`src/rtl/bg_ctrl_pkg.sv`:
```
// Shared definitions for the bandgap trim controller: op codes, FSM states
// and frame-geometry helpers.
package bg_ctrl_pkg;

  localparam logic [1:0] OP_NOP  = 2'b00;
  localparam logic [1:0] OP_TRIM = 2'b01;
  localparam logic [1:0] OP_EN   = 2'b10;
  localparam logic [1:0] OP_RB   = 2'b11;

  typedef enum logic [1:0] {
    ST_IDLE   = 2'd0,
    ST_SHIFT  = 2'd1,
    ST_COMMIT = 2'd2
  } state_t;

  function automatic int ch_idx_w(input int n_ch);
    return (n_ch <= 1) ? 1 : $clog2(n_ch);
  endfunction

  function automatic int frame_w(input int n_ch, input int trim_w);
    return 2 + ch_idx_w(n_ch) + trim_w;
  endfunction

endpackage

```
`src/rtl/bg_chopper.sv`:
```
// Chopper clock divider plus blanking counter that qualifies the
// reference-valid flag after any analog disturbance.
module bg_chopper #(
  parameter int CHOP_DIV = 256,
  parameter int BLANK    = 8
) (
  input  logic clk,
  input  logic rst,
  input  logic i_any_en,
  input  logic i_disturb,
  output logic o_chop,
  output logic o_vref_valid
);

  localparam int DIV_W = $clog2(CHOP_DIV);
  localparam int BLK_W = $clog2(BLANK + 1);

  logic [DIV_W-1:0] r_div;
  logic [BLK_W-1:0] r_blank;
  logic             r_chop;
  logic             w_wrap;

  assign w_wrap = i_any_en && (r_div == DIV_W'(CHOP_DIV - 1));

  always_ff @(posedge clk) begin
    if (rst) begin
      r_div   <= '0;
      r_chop  <= 1'b0;
      r_blank <= '0;
    end else begin
      if (!i_any_en) begin
        r_div  <= '0;
        r_chop <= 1'b0;
      end else if (w_wrap) begin
        r_div  <= '0;
        r_chop <= ~r_chop;
      end else begin
        r_div <= r_div + 1'b1;
      end
      // A toggle and a disturbance in the same cycle reload only once.
      if (w_wrap || i_disturb)
        r_blank <= BLK_W'(BLANK);
      else if (r_blank != '0)
        r_blank <= r_blank - 1'b1;
    end
  end

  assign o_chop       = r_chop;
  assign o_vref_valid = (r_blank == '0) && i_any_en;

endmodule

```
`src/rtl/bandgap_trim_ctrl.sv`:
```
// Per-channel trim/enable registers loaded by a 3-wire serial frame, plus the
// shared chopper. Define BG_READBACK_EN to enable trim readback on sdo.
module bandgap_trim_ctrl
  import bg_ctrl_pkg::*;
#(
  parameter int N_CH     = 2,
  parameter int TRIM_W   = 4,
  parameter int TRIM_RST = 8,
  parameter int CHOP_DIV = 256,
  parameter int BLANK    = 8
) (
  input  logic                     clk,
  input  logic                     rst,
  input  logic                     cs_n,
  input  logic                     sclk,
  input  logic                     sdi,
  output logic                     sdo,
  output logic [N_CH*TRIM_W-1:0]   trim_o,
  output logic [N_CH-1:0]          en_o,
  output logic                     chop_o,
  output logic                     vref_valid_o,
  output logic                     frame_err_o
);

  localparam int CH_IDX_W = ch_idx_w(N_CH);
  localparam int FRAME_W  = frame_w(N_CH, TRIM_W);
  localparam int CNT_W    = $clog2(FRAME_W + 2);

  logic [1:0]             r_cs_s, r_sclk_s, r_sdi_s;
  logic                   r_sclk_d;
  state_t                 r_state;
  logic [CNT_W-1:0]       r_cnt;
  logic [FRAME_W-1:0]     r_shift;
  logic [N_CH*TRIM_W-1:0] r_trim;
  logic [N_CH-1:0]        r_en;
  logic                   r_err;

  logic                   w_cs, w_sdi, w_rise;
  logic [1:0]             w_op;
  logic [CH_IDX_W-1:0]    w_ch;
  logic [TRIM_W-1:0]      w_data;
  logic                   w_ch_ok, w_commit_ok, w_disturb;

  always_ff @(posedge clk) begin
    if (rst) begin
      r_cs_s   <= 2'b11;
      r_sclk_s <= 2'b00;
      r_sdi_s  <= 2'b00;
      r_sclk_d <= 1'b0;
    end else begin
      r_cs_s   <= {r_cs_s[0], cs_n};
      r_sclk_s <= {r_sclk_s[0], sclk};
      r_sdi_s  <= {r_sdi_s[0], sdi};
      r_sclk_d <= r_sclk_s[1];
    end
  end

  assign w_cs   = r_cs_s[1];
  assign w_sdi  = r_sdi_s[1];
  assign w_rise = r_sclk_s[1] & ~r_sclk_d;

  assign w_op        = r_shift[FRAME_W-1 -: 2];
  assign w_ch        = r_shift[TRIM_W +: CH_IDX_W];
  assign w_data      = r_shift[TRIM_W-1:0];
  assign w_ch_ok     = 32'(w_ch) < N_CH;
  assign w_commit_ok = (r_state == ST_COMMIT) && w_ch_ok;
  assign w_disturb   = w_commit_ok &&
                       ((w_op == OP_TRIM) ||
                        ((w_op == OP_EN) && (r_en[w_ch] != w_data[0])));

  always_ff @(posedge clk) begin
    if (rst) begin
      r_state <= ST_IDLE;
      r_cnt   <= '0;
      r_trim  <= {N_CH{TRIM_W'(TRIM_RST)}};
      r_en    <= '0;
      r_err   <= 1'b0;
    end else begin
      case (r_state)
        ST_IDLE: begin
          if (!w_cs) begin
            r_state <= ST_SHIFT;
            r_cnt   <= '0;
          end
        end
        ST_SHIFT: begin
          if (w_cs) begin
            if (r_cnt == CNT_W'(FRAME_W)) begin
              r_state <= ST_COMMIT;
            end else begin
              r_err   <= 1'b1;
              r_state <= ST_IDLE;
            end
          end else if (w_rise && (r_cnt != CNT_W'(FRAME_W + 1))) begin
            r_cnt <= r_cnt + 1'b1;
          end
        end
        ST_COMMIT: begin
          r_state <= ST_IDLE;
          if (!w_ch_ok) begin
            r_err <= 1'b1;
          end else begin
            r_err <= 1'b0;
            if (w_op == OP_TRIM) r_trim[w_ch*TRIM_W +: TRIM_W] <= w_data;
            if (w_op == OP_EN)   r_en[w_ch] <= w_data[0];
          end
        end
        default: r_state <= ST_IDLE;
      endcase
    end
  end

  always_ff @(posedge clk) begin
    if ((r_state == ST_SHIFT) && !w_cs && w_rise)
      r_shift <= {r_shift[FRAME_W-2:0], w_sdi};
  end

`ifdef BG_READBACK_EN
  localparam int HDR_W = 2 + CH_IDX_W;

  logic [TRIM_W-1:0]   r_rb;
  logic                r_rb_act;
  logic                r_sdo;
  logic [HDR_W-1:0]    w_hdr;
  logic [CH_IDX_W-1:0] w_hdr_ch;

  // Header as it will stand once the current sdi bit is shifted in.
  assign w_hdr    = {r_shift[HDR_W-2:0], w_sdi};
  assign w_hdr_ch = w_hdr[CH_IDX_W-1:0];

  always_ff @(posedge clk) begin
    if (rst) begin
      r_sdo    <= 1'b0;
      r_rb_act <= 1'b0;
    end else if (r_state != ST_SHIFT) begin
      r_sdo    <= 1'b0;
      r_rb_act <= 1'b0;
    end else if (!w_cs && w_rise) begin
      if (r_cnt == CNT_W'(HDR_W - 1)) begin
        r_rb_act <= (w_hdr[HDR_W-1 -: 2] == OP_RB);
        r_rb     <= (32'(w_hdr_ch) < N_CH) ? r_trim[w_hdr_ch*TRIM_W +: TRIM_W] : '0;
      end else if (r_rb_act && (r_cnt < CNT_W'(FRAME_W))) begin
        r_sdo <= r_rb[TRIM_W-1];
        r_rb  <= r_rb << 1;
      end
    end
  end

  assign sdo = r_sdo;
`else
  assign sdo = 1'b0;
`endif

  bg_chopper #(
    .CHOP_DIV (CHOP_DIV),
    .BLANK    (BLANK)
  ) u_chopper (
    .clk          (clk),
    .rst          (rst),
    .i_any_en     (|r_en),
    .i_disturb    (w_disturb),
    .o_chop       (chop_o),
    .o_vref_valid (vref_valid_o)
  );

  assign trim_o      = r_trim;
  assign en_o        = r_en;
  assign frame_err_o = r_err;

endmodule

```
`config.mk`:
```
export PLATFORM = sky130hd
export DESIGN_NAME = bandgap_trim_ctrl
export DESIGN_NICKNAME = d
export VERILOG_FILES = /design/src/rtl/bg_ctrl_pkg.sv /design/src/rtl/bg_chopper.sv /design/src/rtl/bandgap_trim_ctrl.sv
export SDC_FILE = /design/constraint.sdc
export NUM_CORES = 1
export LEC_CHECK = 0
export ABC_AREA = 0
export BUFFER_PORTS_ARGS = -buffer_cell sky130_fd_sc_hd__buf_2
export CORE_MARGIN = 10
export CORE_UTILIZATION = 51
export CTS_CLUSTER_DIAMETER = 40
export DETAILED_ROUTE_END_ITERATION = 8
export PLACE_DENSITY = 0.85
export SYNTH_ARGS = -nofsm -noshare
export SYNTH_HDL_FRONTEND = slang
export SYNTH_SLANG_ARGS = --single-unit
```
`constraint.sdc`:
```
create_clock -name clk -period 1.8 [get_ports clk]
set_clock_uncertainty 0.15 [all_clocks]
set_input_delay 0.09 -clock clk [delete_from_list [all_inputs] [get_ports clk]]
set_output_delay 0.09 -clock clk [all_outputs]
set_load 0.03 [all_outputs]
```
# Word level (Yosys, flattened, before mapping)
# Index checks and enable logic that the tools add are counted.
# totals
wordCells	84
register_bits	44
# classes
n_eq_ne	13
shift	2
addsub	4
n_mux	19
bitwise_logic	4
reduce_logical	26
order_cmp	2
# ops
operator	n
$neg 3->34	1
$shift 4x34->8 const A	1
$shiftx 4x34->8	1
$mux 4	5
$ne 2x2->1 const B	5
$add 8x1->8 const B	1
$bwmux 8	1
$eq 8x8->1 const B	1
$logic_and 1x1->1	8
$pmux 4 s2	1
$mux 2	3
$reduce_and 2->1	3
$reduce_bool 2->1	3
$reduce_or 2->1	3
$mux 1	5
$add 4x1->4 const B	1
$eq 2x1->1 const B	2
$eq 2x2->1 const B	2
$eq 4x3->1 const B	1
$logic_not 4->1	1
$ne 4x4->1 const B	1
$pmux 2 s2	1
$reduce_and 4->1	1
$reduce_bool 4->1	1
14 further kinds	17

# Longest topological paths before layout
# logic_depth
depth_word	8
ltp_mapped	6
mapped_depth_nobuf	6

# Hierarchy
# From an unflattened synthesis, not the netlist that was laid out.
# unflattened
hier_cells	189
area_unflattened_um2	1881.8
# modules_own_cells
mod	seq_area_each_um2	cells_per_inst	n_inst	area_per_inst_um2
bandgap_trim_ctrl	690.7	122	1	1271.2
bg_chopper	260.2	67	1	610.6

# Worst setup path after synthesis
# Ideal clock, no wire load.
# synth_timing
path_kind	register -> register
start	register r_en[1], in the netlist en_o[1]
end	register u_chopper.r_div[2]
path_stages_with_launch	6
arrival_time_ps	1447
path_buffers	1
slack_ps	88
period_less_slack_ps	1712
cell_sequence	dfxtp_1 nor2_1 nor4b_4 or3_1 buf_2 nor2_1
# synth_between
elab_chain_len	3
# synth_rtl
element	line_no	text
from (decl)	bandgap_trim_ctrl.sv:35	logic [N_CH-1:0] r_en;
from (signal, indexed assignment)	bandgap_trim_ctrl.sv:105	if (w_op == OP_EN) r_en[w_ch] <= w_data[0];
$reduce_or 2->1 (*)	bandgap_trim_ctrl.sv:160	.i_any_en (|r_en),
$logic_and 1x1->1 / $not 1->1 (equally long branches)	n/a	
$reduce_or 3->1 (no source line) (*)	n/a	
to (signal assigned)	bg_chopper.sv:38	r_div <= r_div + 1'b1;
to (decl)	bg_chopper.sv:18	logic [DIV_W-1:0] r_div;
# Mark *: on every way between the ends. The rest lies on a longest branch, timed or not.
# A chain may end at the register's enable or synchronous reset.

# Worst setup path after layout
# layout_timing
start	register u_chopper.r_blank[0]
end	output vref_valid_o
# layout_between
elab_chain_len	2
# layout_rtl
element	line_no	text
from (decl)	bg_chopper.sv:19	logic [BLK_W-1:0] r_blank;
from (signal assigned)	bg_chopper.sv:42	r_blank <= BLK_W'(BLANK);
from (signal assigned)	bg_chopper.sv:44	r_blank <= r_blank - 1'b1;
$logic_not 4->1	bg_chopper.sv:49	assign o_vref_valid = (r_blank == '0) && i_any_en;
$logic_and 1x1->1	bg_chopper.sv:49	
to (decl)	bandgap_trim_ctrl.sv:21	output logic vref_valid_o,
# Every way passes these cells.

==> summary.md <==
| Metric | Value |
|---|---|
| Routed len/inst | `12.6 µm` |
| DR vias/cell | `5.08` |
| CP Class | `flip-flop to primary output` |
| CTS sink count | `44` |
| Leakage | `0.000806 µW` |
| Initial Utilization | `0.536` |
| Setup violators final | `0` |
| Fin crit period | `1.72 ns` |
| Clock Path Buffers | `2` |
| Comb power frac | `0.174` |
| # IOs | `19` |
| Switching share of total power | `0.250` |
| DRC | `0` |
| Die footprint | `6350 µm²` |
| Post-DRT Antenna Nets | `0` |
| Num CTS Buffers | `5` |
| Ant. Diodes | `0` |
| Mapped Nets | `189` |
| H-tree depth | `2` |
| Sequential-to-total area share from yosys stat | `0.523` |
| Gpl congestion | `0.790` |
| Worst setup EP type | `primary output` |
| Post-synth EDFFs | `7` |
| GRT Residual Overflow | `0` |
| Final setup margin | `0.0798 ns` |
| Worst endpoint required time | `1.56 ns` |
| First-pass DRT Iterations | `4` |
| Clock power frac | `0.294` |
| TritonCTS clock tree | `built` |
| Pwr dens | `947 nW/µm²` |
| Worst hold path class | `flip-flop to flip-flop` |
| Commonest non-fill, non-tap cell in the layout | `dfxtp_1` |
| Global-route wire length before repair | `5450 µm` |
| Die height | `79.7 µm` |
| Power share of the sequential group | `0.533` |
| Max cap viols | `0` |
| Share of cells above drive strength 1 | `0.267` |
| Clock latency on the worst-skew pair | `0.36 ns` |
| Clk root buf | `clkbuf_4` |
| Post-Syn Instances | `179` |
| Non-filler cells, final | `256` |
| Number of DRC markers in iteration 0 | `100` |
| Fmax | `581 MHz` |
| CP Launch Type | `flip-flop` |
| Post-synth cell types | `43` |
| Top FF cell, synth | `dfxtp_1` |
| Internal | `1530 µW` |
| Total number of vias | `1300` |
| Synth warn | `0` |
| Floorplan core area | `3390 µm²` |
| Crit Path Max Fanout | `3` |
| Status | `completed` |
| # fillers | `281` |
| Final nets | `219` |
| Routed WL | `3230 µm` |
| Vias in the first global route | `1252` |
| Most frequent cells in the layout | `33 x dfxtp_1, 18 x nor2_1, 16 x buf_2, 13 x nand2_1, 11 x buf_4` |
| Initial antenna violation count | `0` |
| P_sw | `512 µW` |
| Max Slew Vio Count | `0` |
| Synth-to-layout area growth | `18.7%` |
| Worst vdd ir | `0.533 mV` |
| Worst EP arrival | `1.48 ns` |
| Port Buffers | `17` |
| Num rows | `21` |
| Largest net degree at the start of global routing | `17` |
| Placed Instances | `243` |
| Worst-path clk slew | `0.13 ns` |
| Dpl hpwl | `2300 µm` |
| Horiz. Die Dim | `79.7 µm` |
| Final period utilization | `0.956` |
| All-Layer GR Usage | `0.106` |
| Final Hold Viols | `0` |
| Register bit total from synthesis | `44` |
| Syn Area/Cell | `10.2 µm²` |
| Mapped cell area | `1820 µm²` |
| Dpl ws | `0.0220 ns` |
| Post-synth ARST share | `0` |
-- final cells by class --
cell class	instances	area, µm²	area share
sequential	44	956	0.443
multi-input combinational	119	822	0.381
timing repair buffer	32	214	0.0991
tap	46	57.6	0.0267
clock inverter	3	42.5	0.0197
clock buffer	5	37.5	0.0174
inverter	7	28.8	0.0133
-- synthesized netlist by cell type (3+ instances only) --
| cell | instances | area share |
|---|---|---|
| dfxtp_1 | 37 | 0.41 |
| nor2_1 | 19 | 0.039 |
| a21oi_1 | 7 | 0.019 |
| or2_2 | 4 | 0.014 |
| nand2_1 | 13 | 0.027 |
| ha_1 | 5 | 0.034 |
| nand3b_1 | 4 | 0.017 |
| nor2b_1 | 7 | 0.024 |
| mux2i_1 | 4 | 0.022 |
| inv_1 | 5 | 0.010 |
| nand4_1 | 4 | 0.014 |
| clkbuf_1 | 3 | 0.0062 |
| edfxtp_1 | 7 | 0.12 |
| nand3_1 | 9 | 0.025 |
| a31oi_1 | 5 | 0.017 |
| or3_1 | 3 | 0.010 |
| nand2b_1 | 3 | 0.010 |
| xnor2_1 | 7 | 0.034 |
-- worst max-delay path: stages (launching register included) --
cell and delay (ns):
dfxtp_2 0.36, inv_4 0.07, ha_4 0.13, nand2b_1 0.07, or2_4 0.27, nor2_4 0.09, buf_6 0.13
-- layer usage --
metal | vias to the layer above | share of wire | routed length (µm) | GRT usage
li1 | 672 | - | - | -
met1 | 598 | 0.47 | 1520 | 0.127
met2 | 23 | 0.45 | 1470 | 0.159
met3 | 7 | 0.050 | 161 | 0.0349
met4 | 0 | 0.024 | 76 | 0.0645
met5 | - | 0 | 0 | 0
-- cell families (layout without fill, tap and decap cells) --
group                      after synthesis  after routing  share of synthesized area
AOI/OAI and AO/OA                       20             20                     0.0736
xor gates and xnor gates                 9              9                     0.0434
adders and majority gates                5              5                     0.0344
buffers and inverters                   16             47                     0.0468
DFF                                     44             44                      0.523
muxes                                    5              5                     0.0344
other                                    1              1                    0.00206
and+or+nand+nor                         79             79                      0.242
-- sequential cells by signal, summed over array words and instances, names as in the netlist --
name / cells
r_shift: 7
r_sclk_d: 1
u_chopper.o_chop: 1
en_o: 2
u_chopper.r_div: 8
r_cnt: 4
r_cs_s: 2
frame_err_o: 1
u_chopper.r_blank: 4
trim_o: 8
r_state: 2
r_sclk_s: 2
r_sdi_s: 2
-- through the flow --
stage | instance area (µm²) | power [µW] | util | TNS, ns | hold WS (ns)
2_1_floorplan | 1820 | 1310 | - | 0 | 0.0438
3_3_place_gp | 1980 | 1350 | 0.583 | 0 | 0.128
3_5_place_dp | 1980 | 1350 | 0.583 | 0 | 0.124
4_1_cts | 2120 | 1980 | 0.624 | 0 | 0.269
5_1_grt | 2160 | 2150 | 0.637 | -0.000321 | 0.295
6_report | 2160 | 2040 | 0.637 | 0 | 0.267
-- timing repair --
item | 4_1_cts | 5_1_grt
buffers inserted | 0 | 1
pin swaps | 0 | 1
gates cloned | 0 | 0
resized for setup | 7 | 9
endpoints found under the hold margin | 13 | 0
hold buffers | 4 | 0
setup endpoints to repair | 1 | 7
-- final timing paths --
check / start / end / slack (ns) / cells after the start
setup reg to reg: u_chopper.r_div[0] / u_chopper.r_blank[2] / 0.10 / 6
hold / removal: r_sdi_s[1] / r_shift[0] / 0.27 / 0
setup / recovery: u_chopper.r_blank[0] / vref_valid_o / 0.08 / 6
hold reg to reg: r_sdi_s[1] / r_shift[0] / 0.27 / 0
-- power groups by stage --
stage / Clock (µW) / Sequential (µW) / Combinational (µW)
floorplan: 0 / 1090 / 219
global placement: 0 / 1090 / 257
detailed placement: 0 / 1100 / 257
CTS: 614 / 1080 / 292
global route: 661 / 1100 / 394
finish: 600 / 1090 / 355
(Power assumes the default switching activity.)
